--- config.mk ---
export PLATFORM = sky130hd
export DESIGN_NAME = bus_initiator
export DESIGN_NICKNAME = d
export VERILOG_FILES = /design/src/rtl/bus_initiator.sv
export SDC_FILE = /design/constraint.sdc
export NUM_CORES = 1
export LEC_CHECK = 0
export BUFFER_PORTS_ARGS = -buffer_cell sky130_fd_sc_hd__clkbuf_2
export CAP_MARGIN = 20
export CORE_AREA = 2 2 80 82
export CTS_CLUSTER_DIAMETER = 30
export DETAILED_ROUTE_END_ITERATION = 8
export DIE_AREA = 0 0 82 84
export PLACE_DENSITY = 0.77
export SLEW_MARGIN = 30
export SYNTH_ARGS = -nofsm -noshare
export SYNTH_HDL_FRONTEND = slang
export SYNTH_SLANG_ARGS = --single-unit
--- constraint.sdc ---
create_clock -name clock -period 1.9 [get_ports clock]
set_clock_uncertainty 0.05 [all_clocks]
set_input_delay 0.095 -clock clock [delete_from_list [all_inputs] [get_ports clock]]
set_output_delay 0.095 -clock clock [all_outputs]
set_load 0.01 [all_outputs]
--- src/rtl/bus_initiator.sv ---
// Host-driven master for the 4-bit multiplexed CPU bus. It runs the eight-phase
// instruction cycle and issues one queued fetch (plus an optional SRC send) per cycle.
module bus_initiator (
    input  logic        clock,
    input  logic        reset,
    input  logic        halt,
    input  logic [3:0]  data_i,
    output logic [3:0]  data_o,
    output logic        data_en,
    output logic        sync,
    output logic        rom_cmd,
    output logic [3:0]  ram_cmd_n,
    input  logic        req_valid,
    output logic        req_ready,
    input  logic [11:0] req_addr,
    input  logic        req_src,
    input  logic [7:0]  req_src_data,
    input  logic [1:0]  req_bank,
    output logic        resp_valid,
    output logic [7:0]  resp_data
);

    localparam logic [2:0] PH_A1 = 3'd0;
    localparam logic [2:0] PH_A2 = 3'd1;
    localparam logic [2:0] PH_A3 = 3'd2;
    localparam logic [2:0] PH_M1 = 3'd3;
    localparam logic [2:0] PH_M2 = 3'd4;
    localparam logic [2:0] PH_X1 = 3'd5;
    localparam logic [2:0] PH_X2 = 3'd6;
    localparam logic [2:0] PH_X3 = 3'd7;

    typedef struct packed {
        logic [11:0] addr;
        logic        src;
        logic [7:0]  src_data;
        logic [1:0]  bank;
    } req_t;

    logic [2:0] phase;
    logic       pend_v;
    logic       act_v;
    req_t       pend;
    req_t       act;
    req_t       req_in;
    logic [3:0] opr;
    logic [3:0] opa;
    logic       accept;
    logic       advance;
    logic       cycle_end;
    logic [3:0] bank_sel_n;

    assign req_in    = '{addr: req_addr, src: req_src, src_data: req_src_data, bank: req_bank};
    assign req_ready = !pend_v && !reset;
    assign accept    = req_valid && req_ready;
    assign advance   = !halt;
    assign cycle_end = advance && (phase == PH_X3);
    assign sync      = (phase == PH_X3) && !reset;

    always_ff @(posedge clock) begin
        // NOTE: non-blocking assignments so every register sees pre-edge values.
        if (reset) begin
            phase      <= PH_X3;
            pend_v     <= 1'b0;
            act_v      <= 1'b0;
            pend       <= '0;
            act        <= '0;
            opr        <= 4'h0;
            opa        <= 4'h0;
            resp_valid <= 1'b0;
            resp_data  <= 8'h00;
        end else begin
            // The completion pulse is a single clock even if halt holds A1.
            resp_valid <= 1'b0;
            if (advance) begin
                phase <= phase + 3'd1;
            end
            if (advance && phase == PH_M1) begin
                opr <= data_i;
            end
            if (advance && phase == PH_M2) begin
                opa <= data_i;
            end
            if (cycle_end) begin
                if (act_v) begin
                    resp_valid <= 1'b1;
                    resp_data  <= {opr, opa};
                end
                // An empty slot at X3 lets a same-clock request start in the next A1.
                if (pend_v) begin
                    act    <= pend;
                    act_v  <= 1'b1;
                    pend_v <= 1'b0;
                end else if (accept) begin
                    act   <= req_in;
                    act_v <= 1'b1;
                end else begin
                    act_v <= 1'b0;
                end
            end else if (accept) begin
                pend   <= req_in;
                pend_v <= 1'b1;
            end
        end
    end

    assign bank_sel_n = ~(4'b0001 << act.bank);

    always_comb begin
        // NOTE: defaults first so no phase leaves an output unassigned (no latch).
        data_o    = 4'h0;
        data_en   = 1'b0;
        rom_cmd   = 1'b0;
        ram_cmd_n = 4'hF;
        if (act_v) begin
            case (phase)
                PH_A1: begin
                    data_en = 1'b1;
                    data_o  = act.addr[3:0];
                end
                PH_A2: begin
                    data_en = 1'b1;
                    data_o  = act.addr[7:4];
                end
                PH_A3: begin
                    data_en   = 1'b1;
                    data_o    = act.addr[11:8];
                    rom_cmd   = 1'b1;
                    ram_cmd_n = bank_sel_n;
                end
                PH_X2: begin
                    if (act.src) begin
                        data_en   = 1'b1;
                        data_o    = act.src_data[7:4];
                        rom_cmd   = 1'b1;
                        ram_cmd_n = bank_sel_n;
                    end
                end
                PH_X3: begin
                    if (act.src) begin
                        data_en = 1'b1;
                        data_o  = act.src_data[3:0];
                    end
                end
                default: begin
                    data_en = 1'b0;
                end
            endcase
        end
    end

endmodule
==> results of run 1 <==
[logic make-up (layout without fill, tap and decap cells)]
group	after synthesis	count (layout)
and+or+nand+nor	141	141
adders and majority gates	6	6
AOI/OAI and AO/OA	48	48
muxes	56	56
xor gates and xnor gates	1	1
buffers and inverters	38	114
DFF	68	68
[cell usage after synthesis, types with 3 or more instances]
cell and number:
a21oi_1 9, a222oi_1 4, a32oi_1 4, buf_2 9
buf_4 8, buf_6 3, clkbuf_1 13, dfxtp_1 68
ha_1 6, inv_1 3, mux2_2 24, mux2i_1 32
nand2_1 83, nand3_1 9, nand3b_1 4, nand4_1 23
nor2_1 11, nor2b_1 4, o211ai_1 23, o22ai_1 4
[state kept, by name, summed over array words and instances (netlist names)]
register and count:
pend 23, act_v 1, pend_v 1, resp_data 8, resp_valid 1, phase 3
act 23, opr 4, opa 4
[final timing paths]
path         slack [ns]  cells after the start                        end
max                0.02                      6                  data_o[0]
min                0.11                      3      phase[1]$_SDFFE_PP1N_
max reg2reg        0.24                      5        act[4]$_SDFFE_PP0P_
min reg2reg        0.41                      2  resp_data[3]$_SDFFE_PP0P_
[final cells by class]
type | instances | area, um^2
clock buffer | 9 | 124
clock inverter | 7 | 210
fill | 474 | 1910
inverter | 4 | 15.0
multi-input combinational | 252 | 1710
sequential | 68 | 1370
tap | 77 | 96.3
timing repair buffer | 94 | 664
[worst max-delay path: cells and delay by family, from the launching register on]
kind	cells	cell delay [ns]
compound gates	2	0.38
fa+ha+maj	2	0.37
buf+inv	2	0.29
flops	1	0.36
[through the flow]
| step | setup TNS (ns) | hold slack, ns | area [um^2] |
|---|---|---|---|
| after global placement | 0 | 0.280 | 3510 |
| after detailed placement | 0 | 0.290 | 3510 |
| after floorplan | 0 | 0.182 | 3250 |
| after global routing | -0.191 | 0.113 | 4190 |
| after CTS | -0.0113 | 0.0978 | 4150 |
| final | 0 | 0.112 | 4190 |
[report_power, final]
group / internal, mW / total, mW / switching, mW / leakage [nW]
logic: 0.283 / 0.616 / 0.333 / 1.20
registers: 1.51 / 1.57 / 0.0626 / 0.554
clock network: 1.40 / 1.97 / 0.568 / 0.164
total: 3.20 / 4.16 / 0.964 / 1.91
[metal layers]
metal  part of all wire (%)  vias up  wire length (um)  GRT usage (%)
met1                     45     1392              3620           32.5
met4                   0.81        0                65           9.85
met2                     49       93              3930           37.8
met3                    5.1        8               409           6.17
li1                       -     1409                 -              -
met5                      0        -                 0              0
[what timing repair did]
action                                  CTS  global route
gates resized for setup                   5             7
hold buffers                             28             0
pin swaps                                 0             3
setup buffers                             1             1
gates cloned                              0             0
endpoints found under the setup margin    6             6
hold endpoints to repair                 32             0
==> out/results.txt, run 1 <==
Slew margin rel.: 35.6%
Worst reg2reg startpoint: phase[0]$_SDFFE_PP1N_
Synth Flop Type: dfxtp_1
CP peak stage delay: 0.36 ns
Cell Area, Synth: 3250 um^2
Global-route wire length before repair: 13,100 um
Largest family of logic cells by synthesized area: simple AND/OR/NAND/NOR gates
Max Freq: 532 MHz
Root buffer cell: clkbuf_8
Final antenna-violating net count: 0
I/O pins: 52
Via/cell ratio: 5.68
Post-Synth Simple-Gate Area: 20.0%
Routed wire per std cell: 15.7 um
Commonest non-fill, non-tap cells in the layout: nand2_1 (83), dfxtp_1 (66), clkbuf_2 (51), mux2i_1 (32), dlygate4sd3_1 (28)
Synth Area in XOR/XNOR: 0.270%
Type of the worst setup path: flip-flop to primary output
Setup crit end kind: primary output
Antenna Cells: 0
Grt total ovfl: 0
Largest net degree at the start of global routing: 62
Leakage: 1.91 nW
Final setup violating endpoints: 0
RSZ-0062 raised after global routing: yes
CP max-delay cell: dfxtp_4
Core Util, Final: 68.7%
CP Cell Sequence: ha_2, ha_2, buf_6, a32oi_1, o22ai_1, clkbuf_2
Mux share of post-synthesis cell area: 18.2%
DIE AREA: 6890 um^2
Cell count after synthesis: 358
Worst hold path type: input port to flip-flop
Worst skew pair latency: 0.34 ns
Asr flop ratio synth: 0%
# DRC: 0
# nets final: 466
Most common cell after layout, fill and taps aside: nand2_1
Clk slew on worst S/H paths: 0.08 ns
Initial antenna violation count: 0
CP arrival: 1.74 ns
CORE AREA: 6100 um^2
Port Buffers: 51
Vias in the first global route: 2,758
Final Hold Viols: 0
Initial DRC count: 166
Top cell type's share of synthesized area: 41.9%
Total of max-cap violations: 0
Placed Cells: 465
Cell area power density: 993 nW/um^2
All-Layer GR Usage: 24.5%
Final std cells w/o fill: 511
Syn_nets: 395
Routability Congestion: 0.874
Min Clock Period, post-route: 1.88 ns
Fin crit share: 99.0%
DP HPWL: 5090 um
Worst Slack Setup Final: 0.0188 ns
VDD IR max: 0.566 mV
Flops & latches, synth: 68
Final Power: 4.16 mW
Initial core utilization: 53.2%
Status: complete, no violations
DRT Pass-1 Iters: 5
Crit path top cell by count: ha_2
Critical path peak fanout: 8
Final WL: 8030 um
Die height: 84 um
Hold path start: halt
Pre-CTS setup slack: 0.226 ns
Complex-gate fraction of the synthesized area: 10.9%
Vias: 2,902
Synth area leader: dfxtp_1
Syn. warnings: 0
Sink Count: 68
Largest cells by area after synthesis: dfxtp_1 (42%), mux2i_1 (9.9%), nand2_1 (9.6%)
Adder-Cell Fraction of Synth Area: 2.31%
Area growth from synthesis to layout: 29.0%
Slew at the pin closest to its max-slew limit: 0.963 ns
Syn avg cell area: 9.07 um^2
Die W: 82 um
CTS tree: done
Cts bufs inserted: 9
Max Buffers Root-to-Sink: 2
Crit start category: flip-flop
Layout cell share with drive strength beyond 1: 26.7%
Post-synthesis sequential area ratio: 41.9%
Data required time at the worst endpoint: 1.75 ns
Critical path startpoint: phase[0]$_SDFFE_PP1N_
EDFF count, synth: 0
Final Max Slew Viols: 0
H-tree levels: 3
Yosys cell types: 31
Core Rows: 29
Note: power is estimated with default switching activity, not from simulation.
==> inputs of run 2 (changes only) <==
--- a/config.mk
+++ b/config.mk
@@ -7,11 +7,12 @@
 export LEC_CHECK = 0
 export BUFFER_PORTS_ARGS = -buffer_cell sky130_fd_sc_hd__clkbuf_2
 export CAP_MARGIN = 20
-export CORE_AREA = 2 2 80 82
+export CORE_AREA = 2 2 78 80
+export CTS_BUF_LIST = sky130_fd_sc_hd__clkbuf_8
 export CTS_CLUSTER_DIAMETER = 30
 export DETAILED_ROUTE_END_ITERATION = 8
-export DIE_AREA = 0 0 82 84
-export PLACE_DENSITY = 0.77
+export DIE_AREA = 0 0 80 82
+export PLACE_DENSITY = 0.8
 export SLEW_MARGIN = 30
 export SYNTH_ARGS = -nofsm -noshare
 export SYNTH_HDL_FRONTEND = slang
==> out/results.txt, run 2 (synthesis gave the netlist of run 1 again) <==
Leakage: 1.88 nW (was 1.91 nW)
Most common cell after layout, fill and taps aside: nand2_1 (unchanged)
Critical path peak fanout: 6 (was 8)
DRT Pass-1 Iters: 5 (unchanged)
Die height: 82 um (was 84 um)
Delay-heaviest family, CP: flip-flops (was compound AO/OA/AOI/OAI gates)
CP peak stage delay: 0.36 ns (about the same)
Worst hold path type: input port to flip-flop (unchanged)
# nets final: 468 (was 466)
RSZ-0062 raised after global routing: yes (unchanged)
CP max-delay cell: dfxtp_4 (unchanged)
Grt total ovfl: 0 (unchanged)
Fin crit share: 97.0% (was 99.0%)
Layout cell share with drive strength beyond 1: 26.4% (was 26.7%)
Routed wire per std cell: 15.9 um (was 15.7 um)
Register Area: 1370 um^2 (unchanged)
Cell area power density: 816 nW/um^2 (was 993 nW/um^2)
Initial DRC count: 227 (was 166)
DP HPWL: 5140 um (was 5090 um)
# DRC: 0 (unchanged)
Min Clock Period, post-route: 1.84 ns (was 1.88 ns)
Via/cell ratio: 5.71 (was 5.68)
Final std cells w/o fill: 510 (was 511)
Placed Cells: 462 (was 465)
CTS tree: done (unchanged)
Multi-input gate area: 1710 um^2 (about the same)
Cts bufs inserted: 9 (unchanged)
Crit start category: flip-flop (unchanged)
Worst path bufs/invs: 3 (was 2)
Initial antenna violation count: 0 (unchanged)
Final setup violating endpoints: 0 (unchanged)
Initial core utilization: 56.5% (was 53.2%)
DIE AREA: 6560 um^2 (was 6890 um^2)
Vias in the first global route: 2,766 (was 2,758)
Root buffer cell: clkbuf_8 (unchanged)
Antenna Cells: 0 (unchanged)
Worst reg2reg startpoint: phase[0]$_SDFFE_PP1N_ (unchanged)
Slew margin rel.: 36.7% (was 35.6%)
Routability Congestion: 0.861 (was 0.874)
Commonest non-fill, non-tap cells in the layout: nand2_1 (83), dfxtp_1 (66), clkbuf_2 (50), mux2i_1 (32), dlygate4sd3_1 (28) (was nand2_1 (83), dfxtp_1 (66), clkbuf_2 (51), mux2i_1 (32), dlygate4sd3_1 (28))
Max Freq: 543 MHz (was 532 MHz)
Core Rows: 28 (was 29)
Total of max-cap violations: 0 (unchanged)
Final antenna-violating net count: 0 (unchanged)
Type of the worst setup path: flip-flop to primary output (unchanged)
Port Buffers: 51 (unchanged)
Area growth from synthesis to layout: 26.1% (was 29.0%)
CP arrival: 1.70 ns (was 1.74 ns)
Vias: 2,914 (was 2,902)
Pre-CTS setup slack: 0.0574 ns (was 0.226 ns)
H-tree levels: 3 (unchanged)
All-Layer GR Usage: 25.5% (was 24.5%)
Status: complete, no violations (unchanged)
Final Hold Viols: 0 (unchanged)
Filler Cell Count: 456 (was 474)
Clk slew on worst S/H paths: 0.07 ns (was 0.08 ns)
VDD IR max: 0.582 mV (was 0.566 mV)
Critical path startpoint: phase[0]$_SDFFE_PP1N_ (unchanged)
Worst skew pair latency: 0.34 ns (about the same)
Die W: 80 um (was 82 um)
Largest net degree at the start of global routing: 30 (was 62)
Setup crit end kind: primary output (unchanged)
Top Registers: act (23), pend (23), resp_data (8) (unchanged)
CP Cell Sequence: inv_2, ha_4, buf_6, o211a_4, or3b_1, clkbuf_2 (was ha_2, ha_2, buf_6, a32oi_1, o22ai_1, clkbuf_2)
Final WL: 8120 um (was 8030 um)
Worst Slack Setup Final: 0.0573 ns (was 0.0188 ns)
Global-route wire length before repair: 12,900 um (was 13,100 um)
Data required time at the worst endpoint: 1.75 ns (about the same)
Hold path start: halt (unchanged)
Slew at the pin closest to its max-slew limit: 0.946 ns (was 0.963 ns)
Sink Count: 68 (unchanged)
CORE AREA: 5750 um^2 (was 6100 um^2)
I/O pins: 52 (unchanged)
Max Buffers Root-to-Sink: 2 (unchanged)
Final Max Slew Viols: 0 (unchanged)
## run 2: path summary, 6_finish.rpt
kind | end | slack [ns] | cells after the start
max | ram_cmd_n[0] | 0.06 | 6
min | phase[0]$_SDFFE_PP1N_ | 0.11 | 3
max reg2reg | act[21]$_SDFFE_PP0P_ | 0.19 | 5
min reg2reg | resp_data[4]$_SDFFE_PP0P_ | 0.41 | 2
## run 2: cell type report
cell class / instances / area share, %
flip-flops and latches: 68 / 33.4
inverters: 4 / 0.367
repair buffers: 96 / 17.5
well taps: 75 / 2.29
clock inverters: 5 / 1.13
clock buffers: 10 / 3.36
multi-input cells: 252 / 41.9
## run 2: per-stage QoR
stage / util (%) / instance area [um^2] / TNS (ns) / power, mW / hold slack, ns
floorplan: - / 3250 / 0 / 1.99 / 0.182
global placement: 61.7 / 3540 / 0 / 2.12 / 0.280
detailed placement: 61.7 / 3540 / 0 / 2.14 / 0.290
CTS: 70.0 / 4020 / 0 / 3.32 / 0.103
global route: 71.2 / 4090 / -0.0555 / 3.47 / 0.121
finish: 71.2 / 4090 / 0 / 3.34 / 0.110
## run 2: what timing repair did
action                                  in CTS  in global routing
endpoints found under the setup margin       6                 10
pin swaps                                    1                  3
hold endpoints to repair                    32                  0
gates resized for setup                      5                 10
hold buffers                                28                  0
setup buffers                                0                  5
## run 2: metal layers
metal	part of all wire [%]	vias up	GRT usage [%]	wire length [um]
met4	2.4	0	12.2	195
li1	-	1423	-	-
met1	45	1361	31.9	3620
met3	5.1	20	6.04	413
met5	0	-	0	0
met2	48	110	41.6	3890
## run 2: power by group
group	internal (mW)	switching [mW]	leakage, nW
clock network	0.619	0.516	0.106
logic	0.295	0.339	1.22
registers	1.51	0.0634	0.554
## run 2: worst register-to-register path: cells and delay by family (launching register included)
family,cells,cell delay [ns]
flops,1,0.36
mux,1,0.28
compound gates,1,0.35
fa+ha+maj,2,0.45
simple gates,1,0.15
